$ cat src/rtl/pipe_add_sub_if.sv
// Operand/result handshake bundle for the pipelined adder/subtractor.
// The block under the bus is the slave; whoever feeds operands and drains
// results is the master.
interface pipe_add_sub_if #(
  parameter int WIDTH = 16
);
  logic             in_valid;
  logic             in_ready;
  logic [WIDTH-1:0] a;
  logic [WIDTH-1:0] b;
  logic             cin;
  logic             sub;
  logic             out_valid;
  logic             out_ready;
  logic [WIDTH-1:0] sum;
  logic             cout;
  logic             ovf;

  modport master (
    output in_valid, a, b, cin, sub, out_ready,
    input  in_ready, out_valid, sum, cout, ovf
  );

  modport slave (
    input  in_valid, a, b, cin, sub, out_ready,
    output in_ready, out_valid, sum, cout, ovf
  );
endinterface

$ cat src/rtl/pipe_add_sub.sv
// Pipelined ripple adder/subtractor. The operand is cut into STAGES equal
// slices; each stage adds one slice and hands its carry to the next stage.
// One global advance signal moves the whole pipe, so a stalled output
// freezes every stage (bubbles are kept, not squeezed out).
module pipe_add_sub #(
  parameter int WIDTH  = 16,
  parameter int STAGES = 4
) (
  input logic           clk,
  input logic           rst_n,
  pipe_add_sub_if.slave bus
);

  localparam int SW = (STAGES > 0) ? WIDTH / STAGES : 1;

  if (WIDTH < 2) begin : g_chk_width
    $error("pipe_add_sub: WIDTH must be >= 2");
  end
  if (STAGES < 1 || (WIDTH % STAGES) != 0) begin : g_chk_stages
    $error("pipe_add_sub: WIDTH must be a multiple of STAGES");
  end

  typedef logic [WIDTH-1:0] word_t;

  // One slice add, widened by a bit so the slice carry is never truncated.
  function automatic logic [SW:0] slice_add(input logic [SW-1:0] x,
                                            input logic [SW-1:0] y,
                                            input logic          ci);
    return {1'b0, x} + {1'b0, y} + {{SW{1'b0}}, ci};
  endfunction

  // Drop a finished slice into its place in the partial result.
  function automatic word_t put_slice(input word_t         w,
                                      input logic [SW-1:0] sl,
                                      input int            k);
    word_t r;
    r = w;
    r[k*SW +: SW] = sl;
    return r;
  endfunction

  logic adv;

  // Stage inputs: index 0 comes from the ports, index k from stage k-1.
  word_t a_i [STAGES];
  word_t b_i [STAGES];
  word_t s_i [STAGES];
  logic  c_i [STAGES];
  logic  v_i [STAGES];

  // Inter-stage registers (the last stage registers into the output regs).
  word_t a_p   [STAGES];
  word_t b_p   [STAGES];
  word_t s_p   [STAGES];
  logic  c_p   [STAGES];
  logic  vld_p [STAGES];

  logic [SW:0] add_w [STAGES];
  word_t       s_w   [STAGES];

  logic  out_valid_r;
  word_t sum_r;
  logic  cout_r;
  logic  ovf_r;

  assign adv          = bus.out_ready | ~out_valid_r;
  assign bus.in_ready = adv;

  // Subtraction is a + ~b + 1, so cin is forced to 1 and ignored.
  assign a_i[0] = bus.a;
  assign b_i[0] = bus.sub ? ~bus.b : bus.b;
  assign s_i[0] = '0;
  assign c_i[0] = bus.sub | bus.cin;
  assign v_i[0] = bus.in_valid;

  for (genvar k = 0; k < STAGES; k++) begin : g_stage
    if (k > 0) begin : g_link
      assign a_i[k] = a_p[k-1];
      assign b_i[k] = b_p[k-1];
      assign s_i[k] = s_p[k-1];
      assign c_i[k] = c_p[k-1];
      assign v_i[k] = vld_p[k-1];
    end

    assign add_w[k] = slice_add(a_i[k][k*SW +: SW], b_i[k][k*SW +: SW], c_i[k]);
    assign s_w[k]   = put_slice(s_i[k], add_w[k][SW-1:0], k);

    if (k < STAGES - 1) begin : g_mid
      // ---- stage k -> stage k+1 boundary ----
      // Valid bit of stage k: cleared on reset, moves with the pipe.
      always_ff @(posedge clk or negedge rst_n) begin
        if (!rst_n) begin
          vld_p[k] <= 1'b0;
        end else if (adv) begin
          vld_p[k] <= v_i[k];
        end
      end

      // Operand/partial-sum payload of stage k; only real beats load it.
      always_ff @(posedge clk) begin
        if (adv && v_i[k]) begin
          a_p[k] <= a_i[k];
          b_p[k] <= b_i[k];
          s_p[k] <= s_w[k];
          c_p[k] <= add_w[k][SW];
        end
      end
    end else begin : g_out
      // ---- final stage -> output boundary ----
      // Output registers: bubbles leave sum/cout/ovf untouched.
      // Carry into the MSB is recovered as a ^ b ^ sum at that bit.
      always_ff @(posedge clk or negedge rst_n) begin
        if (!rst_n) begin
          out_valid_r <= 1'b0;
          sum_r       <= '0;
          cout_r      <= 1'b0;
          ovf_r       <= 1'b0;
        end else if (adv) begin
          out_valid_r <= v_i[k];
          if (v_i[k]) begin
            sum_r  <= s_w[k];
            cout_r <= add_w[k][SW];
            ovf_r  <= a_i[k][WIDTH-1] ^ b_i[k][WIDTH-1] ^ s_w[k][WIDTH-1]
                      ^ add_w[k][SW];
          end
        end
      end
    end
  end

  assign bus.out_valid = out_valid_r;
  assign bus.sum       = sum_r;
  assign bus.cout      = cout_r;
  assign bus.ovf       = ovf_r;

endmodule

$ cat src/flat_wrapper.sv
// flat-port wrapper written by rule: the top's interface ports become plain ports
module pipe_add_sub_flat 
#(
  parameter int WIDTH  = 16,
  parameter int STAGES = 4
)
  (clk, rst_n, bus_in_valid, bus_a, bus_b, bus_cin, bus_sub, bus_out_ready, bus_in_ready, bus_out_valid, bus_sum, bus_cout, bus_ovf);
  pipe_add_sub_if #(.WIDTH(WIDTH)) bus_i ();
  input logic clk;
  input logic rst_n;
  input wire logic [$bits(bus_i.in_valid)-1:0] bus_in_valid;
  input wire logic [$bits(bus_i.a)-1:0] bus_a;
  input wire logic [$bits(bus_i.b)-1:0] bus_b;
  input wire logic [$bits(bus_i.cin)-1:0] bus_cin;
  input wire logic [$bits(bus_i.sub)-1:0] bus_sub;
  input wire logic [$bits(bus_i.out_ready)-1:0] bus_out_ready;
  output wire logic [$bits(bus_i.in_ready)-1:0] bus_in_ready;
  output wire logic [$bits(bus_i.out_valid)-1:0] bus_out_valid;
  output wire logic [$bits(bus_i.sum)-1:0] bus_sum;
  output wire logic [$bits(bus_i.cout)-1:0] bus_cout;
  output wire logic [$bits(bus_i.ovf)-1:0] bus_ovf;
  assign bus_i.in_valid = bus_in_valid;
  assign bus_i.a = bus_a;
  assign bus_i.b = bus_b;
  assign bus_i.cin = bus_cin;
  assign bus_i.sub = bus_sub;
  assign bus_i.out_ready = bus_out_ready;
  assign bus_in_ready = bus_i.in_ready;
  assign bus_out_valid = bus_i.out_valid;
  assign bus_sum = bus_i.sum;
  assign bus_cout = bus_i.cout;
  assign bus_ovf = bus_i.ovf;
  pipe_add_sub #(.WIDTH(WIDTH), .STAGES(STAGES)) u_core (.clk(clk), .rst_n(rst_n), .bus(bus_i));
endmodule
$ cat config.mk
export PLATFORM = sky130hd
export DESIGN_NAME = pipe_add_sub_flat
export DESIGN_NICKNAME = d
export VERILOG_FILES = /design/src/rtl/pipe_add_sub_if.sv /design/src/rtl/pipe_add_sub.sv /design/src/flat_wrapper.sv
export SDC_FILE = /design/constraint.sdc
export NUM_CORES = 1
export LEC_CHECK = 0
export CAP_MARGIN = 20
export CORE_MARGIN = 2
export CORE_UTILIZATION = 48
export DETAILED_ROUTE_END_ITERATION = 6
export GPL_ROUTABILITY_DRIVEN = 1
export PLACE_DENSITY = 0.75
export SYNTH_ARGS = -nofsm -noshare
export SYNTH_HDL_FRONTEND = slang
export SYNTH_SLANG_ARGS = --single-unit
$ cat constraint.sdc
create_clock -name clk -period 2.6 [get_ports clk]
set_input_delay 0.52 -clock clk [delete_from_list [all_inputs] [get_ports clk]]
set_output_delay 0.52 -clock clk [all_outputs]
set_load 0.05 [all_outputs]
==> impl_summary.log <==
INFO  metric worstSkewPairLatency = 0.35 ns
INFO  metric final_layout_size_suffix_gt1_frac = 0.148
INFO  metric route.vias.total = 1764
INFO  metric grt-ovfl-total = 0
INFO  metric synth_compound_area_frac = 0.0278
INFO  metric wl = 5160 um
INFO  metric syn_area_per_cell = 18.5 um2
INFO  metric post_synth_mux_area_share = 0.0611
INFO  metric clockRootBuffer = clkbuf_8
INFO  metric critical_path.max_fanout = 3
INFO  metric tritoncts = yes
INFO  metric worst_setup_path_end_kind = flop
INFO  metric met2_layer_wire_length_in_the_routed_design = 2680 um
INFO  metric share_of_the_clock_period_used_by_the_worst_path = 0.904
INFO  metric synth_cells = 209
INFO  metric cts_made_buffers = 9
INFO  metric maxSlewViolCount = 0
INFO  metric cts.sinks = 97
INFO  metric place_inst = 369
INFO  metric transition_time_at_the_pin_with_the_least_slew_margin = 0.501 ns
INFO  metric htreeDepth = 3
INFO  metric cts.repair_timing.setup_buffer_count = 0
INFO  metric max_slew_margin = 0.665
INFO  metric first_pass_iters = 4
INFO  metric syn_area = 0.00387 mm2
INFO  metric worst_setup_path_start_kind = input port
INFO  metric synth_xor_area_frac = 0.0566
INFO  metric met1_length = 2150 um
INFO  metric worst-path-buf-inv = 1
INFO  metric coreArea = 0.00777 mm2
INFO  metric starting_density_of_the_core = 0.498
INFO  metric clock_skew = 0.00973 ns
INFO  metric clock_pin_slew_of_the_registers_on_the_worst_case_setup_and_hold_paths = 0.09 ns
INFO  metric num-fill-cells = 601
INFO  metric chip_height = 93.8 um
INFO  metric per_cell_routed_wire_length = 13.4 um
INFO  metric number_of_synthesized_register_bits = 97
INFO  metric count_of_routing_violations_after_the_opening_detailed_route_iteration = 51
INFO  metric max-clock-path-buffers = 2
INFO  metric layout_min_cycle_time = 2.35 ns
INFO  metric drc_errors = 0
INFO  metric grt_use_total = 0.132
INFO  metric adder_and_majority_gate_portion_of_the_synthesized_area = 0.0802
INFO  metric gpl.final_weighted_congestion = 0.728
INFO  metric design.die.area = 0.00879 mm2
INFO  metric ys.warnings.count = 0
INFO  metric irDropWorstVdd = 0.435 mV
INFO  metric die-width = 93.8 um
INFO  metric max_clock_freq = 426 MHz
INFO  metric final_ant_viol_nets = 0
INFO  metric max_layer_used = met4
INFO  metric grt_antenna_before_repair = 0
INFO  metric path_delay_family = adder cells
INFO  metric synth_top_family_by_area = adder cells
INFO  metric static-leakage-power = 1.87 nW
INFO  metric arrival = 2.47 ns
INFO  metric grt_first_pass_wirelength = 8540 um
INFO  metric status = complete, no violations
INFO  metric dpl.hpwl = 3730 um
INFO  metric wl_met3 = 231 um
INFO  metric synth_fp_nets = 267
INFO  metric row_count = 32
INFO  metric insertedDiodeCount = 0
INFO  metric post_cts_resize_count = 0
INFO  metric pwr_density_cell = 1100 mW/mm2
INFO  metric setup_repair_after_global_routing_missed_its_margin = no
INFO  metric place.port_buffers = 57
INFO  metric hold_path_class = reg2reg
INFO  metric floorplan.io_pins = 58
INFO  metric setup.worst_path.class = in2reg
INFO  metric sequential_to_total_area_share_from_yosys_stat = 0.725
INFO  metric setup_viol_count_final = 0
INFO  metric synthDistinctLibCells = 24
INFO  metric critical_path.cell_chain = clkdlybuf4s50_1 -> or2_2 -> fa_1 -> fa_1 -> a21o_1 -> a21o_1
INFO  metric timing.final.hold_violations = 0
INFO  metric areaGrowthSynthToFinish = 23.5%
INFO  metric final_cells = 385
INFO  metric cp_slowest_stage_delay = 0.46 ns
INFO  metric grt_start_max_net_pins = 30
INFO  metric routed_vias_inst = 4.58
INFO  metric postCtsHoldBufs = 0
INFO  metric num-nets-final = 336
INFO  metric yosys.area_share.simple = 0.0249
INFO  metric first_global_vias = 1840
INFO  metric cpMaxStageDelayCell = clkdlybuf4s50_1
INFO  metric timing.critical_path.required = 2.72 ns
INFO  metric maxCapViolCount = 0
INFO  metric placedInstanceArea = 0.00458 mm2
INFO  metric stdcell_area = 0.00478 mm2
-- layout by cell type, fill, tap and decap left out, types with 7 or more instances in the layout --
| cell | count |
|---|---|
| a21o_1 | 7 |
| clkbuf_8 | 9 |
| clkdlybuf4s50_1 | 56 |
| dfrtp_1 | 22 |
| edfxtp_1 | 75 |
| fa_1 | 8 |
| ha_1 | 12 |
| inv_1 | 12 |
| mux2_4 | 12 |
| xnor2_1 | 7 |
| xor2_1 | 18 |
-- metal layers --
metal  up-vias  global-route usage
met5         -                   0
met4         0              0.0761
met3         7              0.0321
met2        43               0.218
met1       836               0.158
li1        878                   -
-- layout make-up --
type | instances | area [um2] | area share
clock buffer | 9 | 124 | 0.0259
clock inverter | 7 | 70.1 | 0.0147
tap | 102 | 128 | 0.0267
timing repair buffer | 63 | 638 | 0.134
sequential | 97 | 2800 | 0.587
inverter | 12 | 45.0 | 0.00943
multi-input combinational | 95 | 970 | 0.203
-- sequential cells by signal, indices dropped and copies added, names as in the netlist --
| register | cells |
|---|---|
| u_core.bus.sum | 16 |
| u_core.c_p | 3 |
| u_core.bus.out_valid | 1 |
| u_core.b_p | 24 |
| u_core.bus.ovf | 1 |
| u_core.bus.cout | 1 |
| u_core.s_p | 24 |
| u_core.a_p | 24 |
| u_core.v_i | 3 |
-- cell usage after synthesis (all sizes together) --
master / n / area share
edfxtp: 75 / 0.58
dfrtp: 22 / 0.14
xor2: 18 / 0.041
mux2: 17 / 0.061
ha: 12 / 0.039
inv: 12 / 0.012
fa: 8 / 0.041
a21o: 7 / 0.014
xnor2: 7 / 0.016
o21ai: 6 / 0.0078
a21oi: 5 / 0.0065
buf: 5 / 0.013
nand2: 5 / 0.0068
nand2b: 4 / 0.0084
and2: 3 / 0.0049
nor2b: 2 / 0.0032
or2: 1 / 0.0016
-- through the flow --
| stage | util | setup TNS (ns) | power, mW | setup slack [ns] | hold slack, ns |
|---|---|---|---|---|---|
| final | 0.615 | 0 | 5.26 | 0.250 | 0.419 |
| after global placement | 0.590 | -0.108 | 4.32 | -0.0881 | 0.403 |
| after detailed placement | 0.590 | -0.193 | 4.39 | -0.130 | 0.405 |
| after floorplan | - | 0 | 3.80 | 0.231 | 0.224 |
| after CTS | 0.615 | 0 | 5.33 | 0.260 | 0.421 |
| after global routing | 0.615 | 0 | 5.55 | 0.182 | 0.420 |
-- logic make-up after synthesis --
logic type / after synthesis
buf+inv: 17
xor+xnor: 25
compound gates: 18
simple gates: 15
mux: 17
flops: 97
fa+ha+maj: 20
-- power by group --
part | internal [mW] | switching, mW
combinational | 0.819 | 1.08
sequential | 2.23 | 0.187
clock | 0.442 | 0.496
total | 3.50 | 1.76
-- path summary, 6_finish.rpt --
kind,from,endpoint,slack (ns),depth (start not counted)
setup / recovery,bus_sub,u_core.c_p[0][0],0.25,6
hold / removal,u_core.a_p[0][14],u_core.a_p[0][30],0.42,0
setup reg to reg,u_core.c_p[0][2],u_core.bus.ovf,0.51,6
hold reg to reg,u_core.a_p[0][14],u_core.a_p[0][30],0.42,0
max in group asynchronous,rst_n,u_core.bus.ovf,1.87,2
min in group asynchronous,rst_n,u_core.bus.sum[1],0.50,2
-- worst reg2reg max path: cells and delay by family, from the launching register on --
| family | cells | cell delay (ns) |
|---|---|---|
| fa+ha+maj | 2 | 0.94 |
| xor+xnor | 1 | 0.14 |
| compound gates | 3 | 0.49 |
| flops | 1 | 0.41 |
No activity file was read; power rests on OpenSTA's default activity.
